==> src/rtl/uart_pkg.sv <==
// Shared UART definitions: RX/TX FSM encodings and the legal prescale constants.
package uart_pkg;

  typedef enum logic [2:0] {
    IDLE, START, DATA, PARITY, STOP, DONE
  } rx_state_e;

  typedef enum logic [2:0] {
    TX_IDLE, TX_START, TX_DATA, TX_PARITY, TX_STOP
  } tx_state_e;

  localparam int unsigned PRESCALE_8  = 8;
  localparam int unsigned PRESCALE_16 = 16;
  localparam int unsigned PRESCALE_32 = 32;

  function automatic logic prescale_legal(input int unsigned p);
    return (p == PRESCALE_8) || (p == PRESCALE_16) || (p == PRESCALE_32);
  endfunction

endpackage

==> src/rtl/rx_data_sampler.sv <==
// Mid-bit 3-sample majority voter; the vote is presented on the count after the last sample.
module rx_data_sampler #(
  parameter int unsigned CNT_W = 6
) (
  input  logic             clk_i,
  input  logic             rst_ni,
  input  logic             rx_i,
  input  logic [CNT_W-1:0] cnt_i,
  input  logic [CNT_W-1:0] half_i,
  output logic             bit_o,
  output logic             vld_o
);

  logic [2:0] samp_q, samp_d;

  always_comb begin
    samp_d = samp_q;
    if (cnt_i == half_i - CNT_W'(1)) samp_d[0] = rx_i;
    if (cnt_i == half_i)             samp_d[1] = rx_i;
    if (cnt_i == half_i + CNT_W'(1)) samp_d[2] = rx_i;
  end

  always_ff @(posedge clk_i or negedge rst_ni) begin
    if (!rst_ni) samp_q <= '0;
    else         samp_q <= samp_d;
  end

  assign bit_o = (samp_q[0] & samp_q[1]) | (samp_q[0] & samp_q[2]) | (samp_q[1] & samp_q[2]);
  assign vld_o = (cnt_i == half_i + CNT_W'(2));

endmodule

==> src/rtl/uart_rx.sv <==
// UART receiver: synchronizer, frame FSM, per-bit edge counter and LSB-first deserializer.
module uart_rx
  import uart_pkg::*;
#(
  parameter int unsigned DATA_WIDTH = 8,
  parameter int unsigned PRESCALE_W = 6
) (
  input  logic                  clk,
  input  logic                  rst,
  input  logic                  rx_in,
  input  logic [PRESCALE_W-1:0] prescale,
  input  logic                  par_en,
  input  logic                  par_typ,
  output logic [DATA_WIDTH-1:0] p_data,
  output logic                  data_valid,
  output logic                  par_err,
  output logic                  stp_err,
  output logic                  busy
);

  localparam int unsigned IDX_W = (DATA_WIDTH > 1) ? $clog2(DATA_WIDTH) : 1;

  rx_state_e               state_q, state_d;
  logic [1:0]              sync_q;
  logic                    rx_s;
  logic [PRESCALE_W-1:0]   cnt_q, cnt_d, p_q, p_d, half;
  logic [IDX_W-1:0]        idx_q, idx_d;
  logic [DATA_WIDTH-1:0]   shift_q, shift_d, p_data_q, p_data_d;
  logic                    par_en_q, par_en_d, par_typ_q, par_typ_d;
  logic                    par_bad_q, par_bad_d;
  logic                    dv_q, dv_d, pe_q, pe_d, se_q, se_d, busy_q, busy_d;
  logic                    last, voted, vld;

  assign rx_s = sync_q[1];
  assign half = p_q >> 1;
  assign last = (cnt_q == p_q - PRESCALE_W'(1));

  rx_data_sampler #(.CNT_W(PRESCALE_W)) u_sampler (
    .clk_i  (clk),
    .rst_ni (rst),
    .rx_i   (rx_s),
    .cnt_i  (cnt_q),
    .half_i (half),
    .bit_o  (voted),
    .vld_o  (vld)
  );

  always_comb begin
    state_d   = state_q;
    cnt_d     = cnt_q;
    p_d       = p_q;
    idx_d     = idx_q;
    shift_d   = shift_q;
    par_en_d  = par_en_q;
    par_typ_d = par_typ_q;
    par_bad_d = par_bad_q;
    p_data_d  = p_data_q;
    busy_d    = busy_q;
    dv_d      = 1'b0;
    pe_d      = 1'b0;
    se_d      = 1'b0;
    if (state_q != IDLE && state_q != DONE) cnt_d = last ? '0 : cnt_q + PRESCALE_W'(1);
    case (state_q)
      IDLE: if (!rx_s) begin
        state_d   = START;
        cnt_d     = '0;
        idx_d     = '0;
        p_d       = prescale_legal(int'(prescale)) ? prescale : PRESCALE_W'(PRESCALE_8);
        par_en_d  = par_en;
        par_typ_d = par_typ;
        par_bad_d = 1'b0;
        busy_d    = 1'b1;
      end
      START: begin
        if (vld && voted) begin
          state_d = IDLE;
          cnt_d   = '0;
          busy_d  = 1'b0;
        end else if (last) begin
          state_d = DATA;
          idx_d   = '0;
        end
      end
      DATA: begin
        if (vld) shift_d = DATA_WIDTH'({voted, shift_q} >> 1);
        if (last) begin
          idx_d = idx_q + IDX_W'(1);
          if (idx_q == IDX_W'(DATA_WIDTH - 1)) state_d = par_en_q ? PARITY : STOP;
        end
      end
      PARITY: begin
        if (vld) par_bad_d = voted != (^shift_q ^ par_typ_q);
        if (last) state_d = STOP;
      end
      STOP: if (vld) begin
        // Outputs are registered on entry to DONE so they are visible during DONE.
        state_d = DONE;
        cnt_d   = '0;
        if (voted && !par_bad_q) begin
          p_data_d = shift_q;
          dv_d     = 1'b1;
        end else begin
          pe_d = par_bad_q;
          se_d = !voted;
        end
      end
      DONE: begin
        state_d = IDLE;
        busy_d  = 1'b0;
      end
      default: state_d = IDLE;
    endcase
  end

  always_ff @(posedge clk or negedge rst) begin
    if (!rst) begin
      state_q   <= IDLE;
      sync_q    <= '1;
      cnt_q     <= '0;
      p_q       <= PRESCALE_W'(PRESCALE_8);
      idx_q     <= '0;
      shift_q   <= '0;
      par_en_q  <= 1'b0;
      par_typ_q <= 1'b0;
      par_bad_q <= 1'b0;
      p_data_q  <= '0;
      dv_q      <= 1'b0;
      pe_q      <= 1'b0;
      se_q      <= 1'b0;
      busy_q    <= 1'b0;
    end else begin
      state_q   <= state_d;
      sync_q    <= {sync_q[0], rx_in};
      cnt_q     <= cnt_d;
      p_q       <= p_d;
      idx_q     <= idx_d;
      shift_q   <= shift_d;
      par_en_q  <= par_en_d;
      par_typ_q <= par_typ_d;
      par_bad_q <= par_bad_d;
      p_data_q  <= p_data_d;
      dv_q      <= dv_d;
      pe_q      <= pe_d;
      se_q      <= se_d;
      busy_q    <= busy_d;
    end
  end

  assign p_data     = p_data_q;
  assign data_valid = dv_q;
  assign par_err    = pe_q;
  assign stp_err    = se_q;
  assign busy       = busy_q;

endmodule

==> config.mk <==
export PLATFORM = sky130hd
export DESIGN_NAME = uart_rx
export DESIGN_NICKNAME = d
export VERILOG_FILES = /design/src/rtl/uart_pkg.sv /design/src/rtl/rx_data_sampler.sv /design/src/rtl/uart_rx.sv
export SDC_FILE = /design/constraint.sdc
export NUM_CORES = 1
export LEC_CHECK = 0
export CORE_ASPECT_RATIO = 2
export CORE_UTILIZATION = 53
export CTS_BUF_LIST = sky130_fd_sc_hd__clkbuf_4 sky130_fd_sc_hd__clkbuf_8
export CTS_CLUSTER_SIZE = 30
export DETAILED_ROUTE_END_ITERATION = 16
export PLACE_DENSITY_LB_ADDON = 0.25
export SETUP_SLACK_MARGIN = 0.3
export SYNTH_ARGS = -nofsm -noshare
export SYNTH_HDL_FRONTEND = slang
export SYNTH_SLANG_ARGS = --single-unit
export TNS_END_PERCENT = 20
==> constraint.sdc <==
create_clock -name clk -period 3.7 [get_ports clk]
set_input_delay 0.37 -clock clk [delete_from_list [all_inputs] [get_ports clk]]
set_output_delay 0.37 -clock clk [all_outputs]
set_load 0.02 [all_outputs]
==> results of run 1 <==
==> cells in the final DEF, fill, tap and decap left out, drive strengths merged, types with 2 or more instances in the layout <==
| cell | netlist | final |
|---|---|---|
| a211oi | 2 | 2 |
| a21oi | 11 | 11 |
| a31oi | 2 | 2 |
| and2 | 3 | 3 |
| and3 | 3 | 3 |
| buf | 4 | 2 |
| clkbuf | 8 | 7 |
| clkdlybuf4s50 | 0 | 21 |
| dfrtp | 43 | 43 |
| dfstp | 3 | 3 |
| ha | 9 | 9 |
| inv | 11 | 11 |
| mux2 | 19 | 19 |
| nand2 | 20 | 20 |
| nand2b | 6 | 6 |
| nand3 | 11 | 11 |
| nand3b | 2 | 2 |
| nand4 | 3 | 3 |
| nand4b | 3 | 3 |
| nor2 | 16 | 16 |
| nor2b | 5 | 5 |
| nor3 | 4 | 4 |
| nor4 | 3 | 3 |
| o211ai | 2 | 2 |
| o21ai | 11 | 11 |
| o22ai | 3 | 3 |
| o31ai | 6 | 6 |
| o32ai | 2 | 2 |
| or3 | 4 | 4 |
| or4 | 2 | 2 |
| xnor2 | 13 | 13 |
| xor2 | 15 | 15 |
==> metal layers <==
metal	GRT usage, %	vias to the layer above
li1	-	963
met4	15.2	0
met3	3.69	20
met1	24.4	977
met5	0	-
met2	45.3	30
==> critical path, cell delays in order, from the launching register on <==
cell and delay [ps]:
sky130_fd_sc_hd__dfstp_2 670, sky130_fd_sc_hd__ha_1 280, sky130_fd_sc_hd__nand3b_1 100, sky130_fd_sc_hd__a221oi_1 350, sky130_fd_sc_hd__o2111a_1 450, sky130_fd_sc_hd__nand2_4 80, sky130_fd_sc_hd__or3_1 600, sky130_fd_sc_hd__mux2_4 390
==> synth_stat cells, drive strengths merged (2+ instances only) <==
cell type	count	area (um^2)
dfrtp	43	1080
nand2	20	90.1
mux2	19	244
nor2	16	60.1
xor2	15	139
xnor2	13	114
a21oi	11	55.1
inv	11	41.3
nand3	11	55.1
o21ai	11	55.1
ha	9	113
clkbuf	8	30.0
nand2b	6	37.5
o31ai	6	50.1
nor2b	5	31.3
buf	4	35.0
nor3	4	20.0
or3	4	30.0
and2	3	18.8
and3	3	18.8
dfstp	3	78.8
nand4	3	18.8
nand4b	3	26.3
nor4	3	18.8
o22ai	3	18.8
a211oi	2	27.5
a31oi	2	12.5
nand3b	2	15.0
o211ai	2	15.0
o32ai	2	17.5
or4	2	15.0
==> per-stage QoR <==
| step | instances | instance area, um^2 | util, % | hold slack [ps] | worst slack [ps] |
|---|---|---|---|---|---|
| global placement | 331 | 2930 | 60.3 | 346 | 762 |
| finish | 339 | 3030 | 62.2 | 238 | 667 |
| detailed placement | 331 | 2930 | 60.3 | 349 | 683 |
| floorplan | 263 | 2700 | - | 74.4 | 1100 |
| CTS | 339 | 3030 | 62.2 | 257 | 678 |
| global route | 339 | 3030 | 62.2 | 317 | 512 |
==> worst paths after layout <==
path / start / to / cells after the start
max: p_q[3]$_DFFE_PN1P_ / p_data[7]$_DFFE_PN0P_ / 7
min: rst / p_data[1]$_DFFE_PN0P_ / 1
max reg2reg: p_q[3]$_DFFE_PN1P_ / p_data[7]$_DFFE_PN0P_ / 7
min reg2reg: sync_q[0]$_DFF_PN1_ / sync_q[1]$_DFF_PN1_ / 0
max in group asynchronous: rst / par_en_q$_DFFE_PN0P_ / 1
min in group clk: sync_q[0]$_DFF_PN1_ / sync_q[1]$_DFF_PN1_ / 0
==> sequential cells by signal, summed over array words and instances, names as in the netlist <==
signal / count
state_q: 3
busy: 1
p_data: 8
shift_q: 8
par_bad_q: 1
u_sampler.samp_q: 3
cnt_q: 6
stp_err: 1
par_err: 1
sync_q: 2
data_valid: 1
par_en_q: 1
idx_q: 3
p_q: 6
par_typ_q: 1
==> cells by family after synthesis <==
kind of cell,Yosys count,synth area share [%]
flops,46,42.7
xor+xnor,28,9.35
compound gates,47,12.0
simple gates,89,18.1
fa+ha+maj,10,4.54
buf+inv,23,3.93
mux,20,9.39
==> power breakdown <==
part	switching, uW	internal, uW
clock network	165	158
registers	177	607
logic	366	328
==> final cells by class <==
type                            count  area, um^2
Clock buffer                        7        90.1
Timing Repair Buffer               23         223
Tap cell                           57        71.3
Clock inverter                      1        5.00
Sequential cell                    46        1150
Inverter                           11        41.3
Fill cell                         426        1840
Multi-Input combinational cell    194        1440
==> run summary, run 1 <==
==================================================================================================
Clock transition time at the flip-flop clock pins of the worst setup and hold paths          80 ps
Wire length of the first global-routing pass                                               9.45 mm
Routed met2 length                                                                         3.28 mm
Power density of the placed cells                                                      595 nW/um^2
DRT Pass-1 Iters                                                                                 4
Final-report hold violation count                                                                0
Result of the run                                                                     complete, no violations
Overall die width                                                                          52.5 um
Routed via count                                                                              1990
Relative max-transition margin                                                               32.4%
Syn Inst Count                                                                                 263
Share of synthesized area occupied by flip-flops and latches                                 42.7%
Highest metal layer with signal wires                                                         met4
Total wire length after detailed routing                                                   5.63 mm
Fraction of final layout cells sized beyond drive strength 1                                 14.2%
Wire length on met3                                                                         112 um
Antenna diode count                                                                              0
Crit path launch type                                                                         flop
Number of DRC violations after detailed routing                                                  0
Postcts setup bufs                                                                               0
Upper clock frequency limit                                                                330 MHz
Die outline height                                                                          103 um
Worst reg2reg setup slack                                                                   670 ps
Number of nets in the finished design                                                          301
Met1 wire length                                                                           1.98 mm
Growth of design area from synthesis to finish                                               12.0%
TritonCTS Sinks                                                                                 46
Syn nets                                                                                       283
WP data arrival                                                                            3230 ps
Number of synthesized register bits                                                             46
CP endpoint kind                                                                              flop
Unrepaired setup endpoints after global routing                                              false
Pin slew with the least headroom to its limit                                              1010 ps
Number of nets with antenna violations after routing                                             0
Required time of the critical path                                                         3890 ps
Core region area                                                                         4860 um^2
Drt initial violations                                                                          47
CP Class                                                                              flop to flop
Static power due to leakage                                                             0.00137 uW
Total power draw                                                                           1800 uW
Vias in the first global route                                                                2023
Count of H-tree levels built during CTS                                                          2
Inserted Clock Buffers                                                                           5
I/O Pins                                                                                        23
Max VDD drop                                                                            0.000463 V
Share of the cycle needed by the critical path after routing                                 82.0%
Number of max-cap violations                                                                     0
Mean area per synthesized cell                                                           10.3 um^2
Max-slew violation count                                                                         0
Max clock buf depth                                                                              2
Clock tree from TritonCTS                                                                    built
Async SR Flop Fraction                                                                        100%
Most frequently used flop master after synthesis                                      sky130_fd_sc_hd__dfrtp_1
GR Overflow Total                                                                                0
Cell chosen for the clock root                                                        sky130_fd_sc_hd__clkbuf_8
Number of antenna violations at the first check in global routing                                0
Drt wl/cell                                                                                16.6 um
Pin count of the biggest net entering global routing                                            47
Worst Hold Class                                                                      input pin to async pin
Final Skew                                                                                 4.48 ps
Post-detailed-placement half-perimeter wirelength                                          4.26 mm
Starting utilization of the core area                                                        55.6%
Total Die Area                                                                           5410 um^2
Clock latency of the later-clocked register in the worst-skew pair                          300 ps
Port buffer count                                                                               22
Post-detailed-route via-to-cell ratio                                                         5.87
Placer congestion estimate                                                                   0.901
Post-layout min period                                                                     3030 ps
Synth warn                                                                                       0
Cts repair resizes                                                                               0
GRT Total Usage                                                                              24.6%
Number of unique standard cell types used by synthesis                                          53
Hold-fix buffers at CTS                                                                          0
Number of enable flip-flop cells after synthesis                                                 0
Area of the mapped netlist                                                               2700 um^2
Number of rows created at floorplan                                                             36
Maximum fanout along the worst path                                                             12
Setup-violating endpoint count in the final report                                               0
Sum of negative setup slack                                                                   0 ps
==================================================================================================
(Power assumes the default switching activity.)
==> run 2: changes to the inputs <==
Clock period 3.7 ns to 2.45 ns, I/O delays scaled along.
==> run 2 against run 1 <==
Effect of this change:
- critical path depth rose by 2
- final cell count rose by 8.8%
- total power rose by 75%
- combinational power rose by 99%
- core utilization rose by 7.4 points
- largest power group is now combinational logic
- highest routed layer unchanged
==> run summary, run 2 (synthesis gave the netlist of run 1 again) <==
==================================================================================================
Share of the cycle needed by the critical path after routing                                 98.8%
TritonCTS Sinks                                                                                 46
Most common cell after layout, fill and taps aside                                    sky130_fd_sc_hd__dfrtp_1
Final-report hold violation count                                                                0
Static power due to leakage                                                             0.00154 uW
Commonest cells after routing, fill and taps aside                                    41 x sky130_fd_sc_hd__dfrtp_1, 28 x sky130_fd_sc_hd__buf_4, 21 x sky130_fd_sc_hd__clkdlybuf4s50_1, 17 x sky130_fd_sc_hd__nand2_1, 16 x sky130_fd_sc_hd__nor2_1
Number of max-cap violations                                                                     0
Critical Path Slowest Stage Cell                                                      sky130_fd_sc_hd__dfstp_2
Total power draw                                                                           3150 uW
Max VDD drop                                                                            0.000675 V
Relative max-transition margin                                                               33.5%
Chain of cells forming the critical path                                              buf_4 -> inv_2 -> ha_1 -> xnor2_1 -> o2111a_2 -> nand2_4 -> or3_4 -> buf_6 -> mux2_4
Final Skew                                                                                 7.37 ps
Crit path launch type                                                                         flop
Number of nets in the finished design                                                          331
Starting utilization of the core area                                                        55.6%
Largest stage delay on the critical path                                                    570 ps
Worst reg2reg setup slack                                                                    30 ps
Cell chosen for the clock root                                                        sky130_fd_sc_hd__clkbuf_8
Worst reg2reg path depth                                                                         9
Number of antenna violations at the first check in global routing                                0
Setup slack after layout                                                                   30.1 ps
Result of the run                                                                     complete, no violations
Drt initial violations                                                                          56
Number of DRC violations after detailed routing                                                  0
Core region area                                                                         4860 um^2
Unrepaired setup endpoints after global routing                                               true
Inserted Clock Buffers                                                                           5
Total wire length after detailed routing                                                   6.53 mm
WP data arrival                                                                            2620 ps
Placer congestion estimate                                                                   0.872
Crit Reg-Reg Endpoint                                                                 p_data[1]$_DFFE_PN0P_
Required time of the critical path                                                         2650 ps
Startpoint of the lowest-slack register-to-register path                              p_q[3]$_DFFE_PN1P_
Wire length of the first global-routing pass                                               10.4 mm
Max-slew violation count                                                                         0
Growth of design area from synthesis to finish                                               25.3%
CP Class                                                                              flop to flop
Power density of the placed cells                                                      931 nW/um^2
Hold-fix buffers at CTS                                                                          0
CP endpoint kind                                                                              flop
Setup-violating endpoint count in the final report                                               0
GRT Total Usage                                                                              27.0%
Max clock buf depth                                                                              2
Setup slack at placement                                                                  -17.8 ps
Count of H-tree levels built during CTS                                                          2
Port buffer count                                                                               22
Post-layout min period                                                                     2420 ps
Antenna diode count                                                                              0
Pin count of the biggest net entering global routing                                            47
GR Overflow Total                                                                                0
DRT Pass-1 Iters                                                                                 4
Kind of cell with the highest combined delay on the critical path                       flip-flops
Total Die Area                                                                           5410 um^2
Vias in the first global route                                                                2150
Pin slew with the least headroom to its limit                                               997 ps
Fraction of final layout cells sized beyond drive strength 1                                 26.9%
Worst Hold Class                                                                      input pin to async pin
Routed via count                                                                              2175
Post-detailed-placement half-perimeter wirelength                                          4.74 mm
Drt wl/cell                                                                                17.7 um
Maximum fanout along the worst path                                                              5
Die outline height                                                                          103 um
Clock latency of the later-clocked register in the worst-skew pair                          310 ps
Clock tree from TritonCTS                                                                    built
Clock transition time at the flip-flop clock pins of the worst setup and hold paths          90 ps
Overall die width                                                                          52.5 um
Post-detailed-route via-to-cell ratio                                                         5.89
Upper clock frequency limit                                                                413 MHz
I/O Pins                                                                                        23
Worst path bufs/invs                                                                             3
Number of rows created at floorplan                                                             36
Number of nets with antenna violations after routing                                             0
==================================================================================================
## run 2: how the worst max path moves through the flow
stage | from | end | slack [ps] | cells past startpoint
6_report | p_q[3]$_DFFE_PN1P_ | p_data[1]$_DFFE_PN0P_ | 30 | 9
2_1_floorplan | p_q[2]$_DFFE_PN0P_ | p_data[0]$_DFFE_PN0P_ | 50 | 9
3_3_place_gp | p_q[3]$_DFFE_PN1P_ | p_data[5]$_DFFE_PN0P_ | 20 | 8
3_5_place_dp | p_q[3]$_DFFE_PN1P_ | p_data[4]$_DFFE_PN0P_ | -20 | 8
5_1_grt | p_q[3]$_DFFE_PN1P_ | p_data[2]$_DFFE_PN0P_ | -20 | 9
4_1_cts | p_q[3]$_DFFE_PN1P_ | p_data[4]$_DFFE_PN0P_ | 1 | 8
## run 2: final cells by class
type	count	area [um^2]
Tap cell	57	71.3
Clock buffer	6	82.6
Fill cell	389	1480
Sequential cell	46	1160
Multi-Input combinational cell	194	1510
Clock inverter	2	60.1
Timing Repair Buffer	53	459
Inverter	11	43.8
## run 2: power by group
part / internal [uW] / switching (uW)
registers: 918 / 164
logic: 647 / 732
clock network: 435 / 257
## run 2: through the flow
step / cell area, um^2 / instances / util [%] / setup TNS [ps] / hold WS [ps]
after floorplan: 2740 / 263 / - / 0 / -50.6
after global placement: 3100 / 350 / 63.7 / 0 / 346
after detailed placement: 3100 / 350 / 63.7 / -97.5 / 356
after CTS: 3280 / 361 / 67.5 / 0 / 126
after global routing: 3390 / 369 / 69.7 / -99.1 / 186
final: 3390 / 369 / 69.7 / 0 / 91.8
## run 2: timing repair
item	in CTS	in global routing
hold endpoints to repair	0	0
endpoints found under the setup margin	30	31
cloned	1	0
pin swaps	4	9
setup buffers	2	8
gates resized for setup	5	14
## run 2: layer usage
layer	routed length, um	GRT usage [%]	vias up
li1	-	-	1028
met1	2190	27.2	1068
met2	3890	49.3	60
met3	194	3.69	19
met4	256	17.6	0
met5	0	0	-
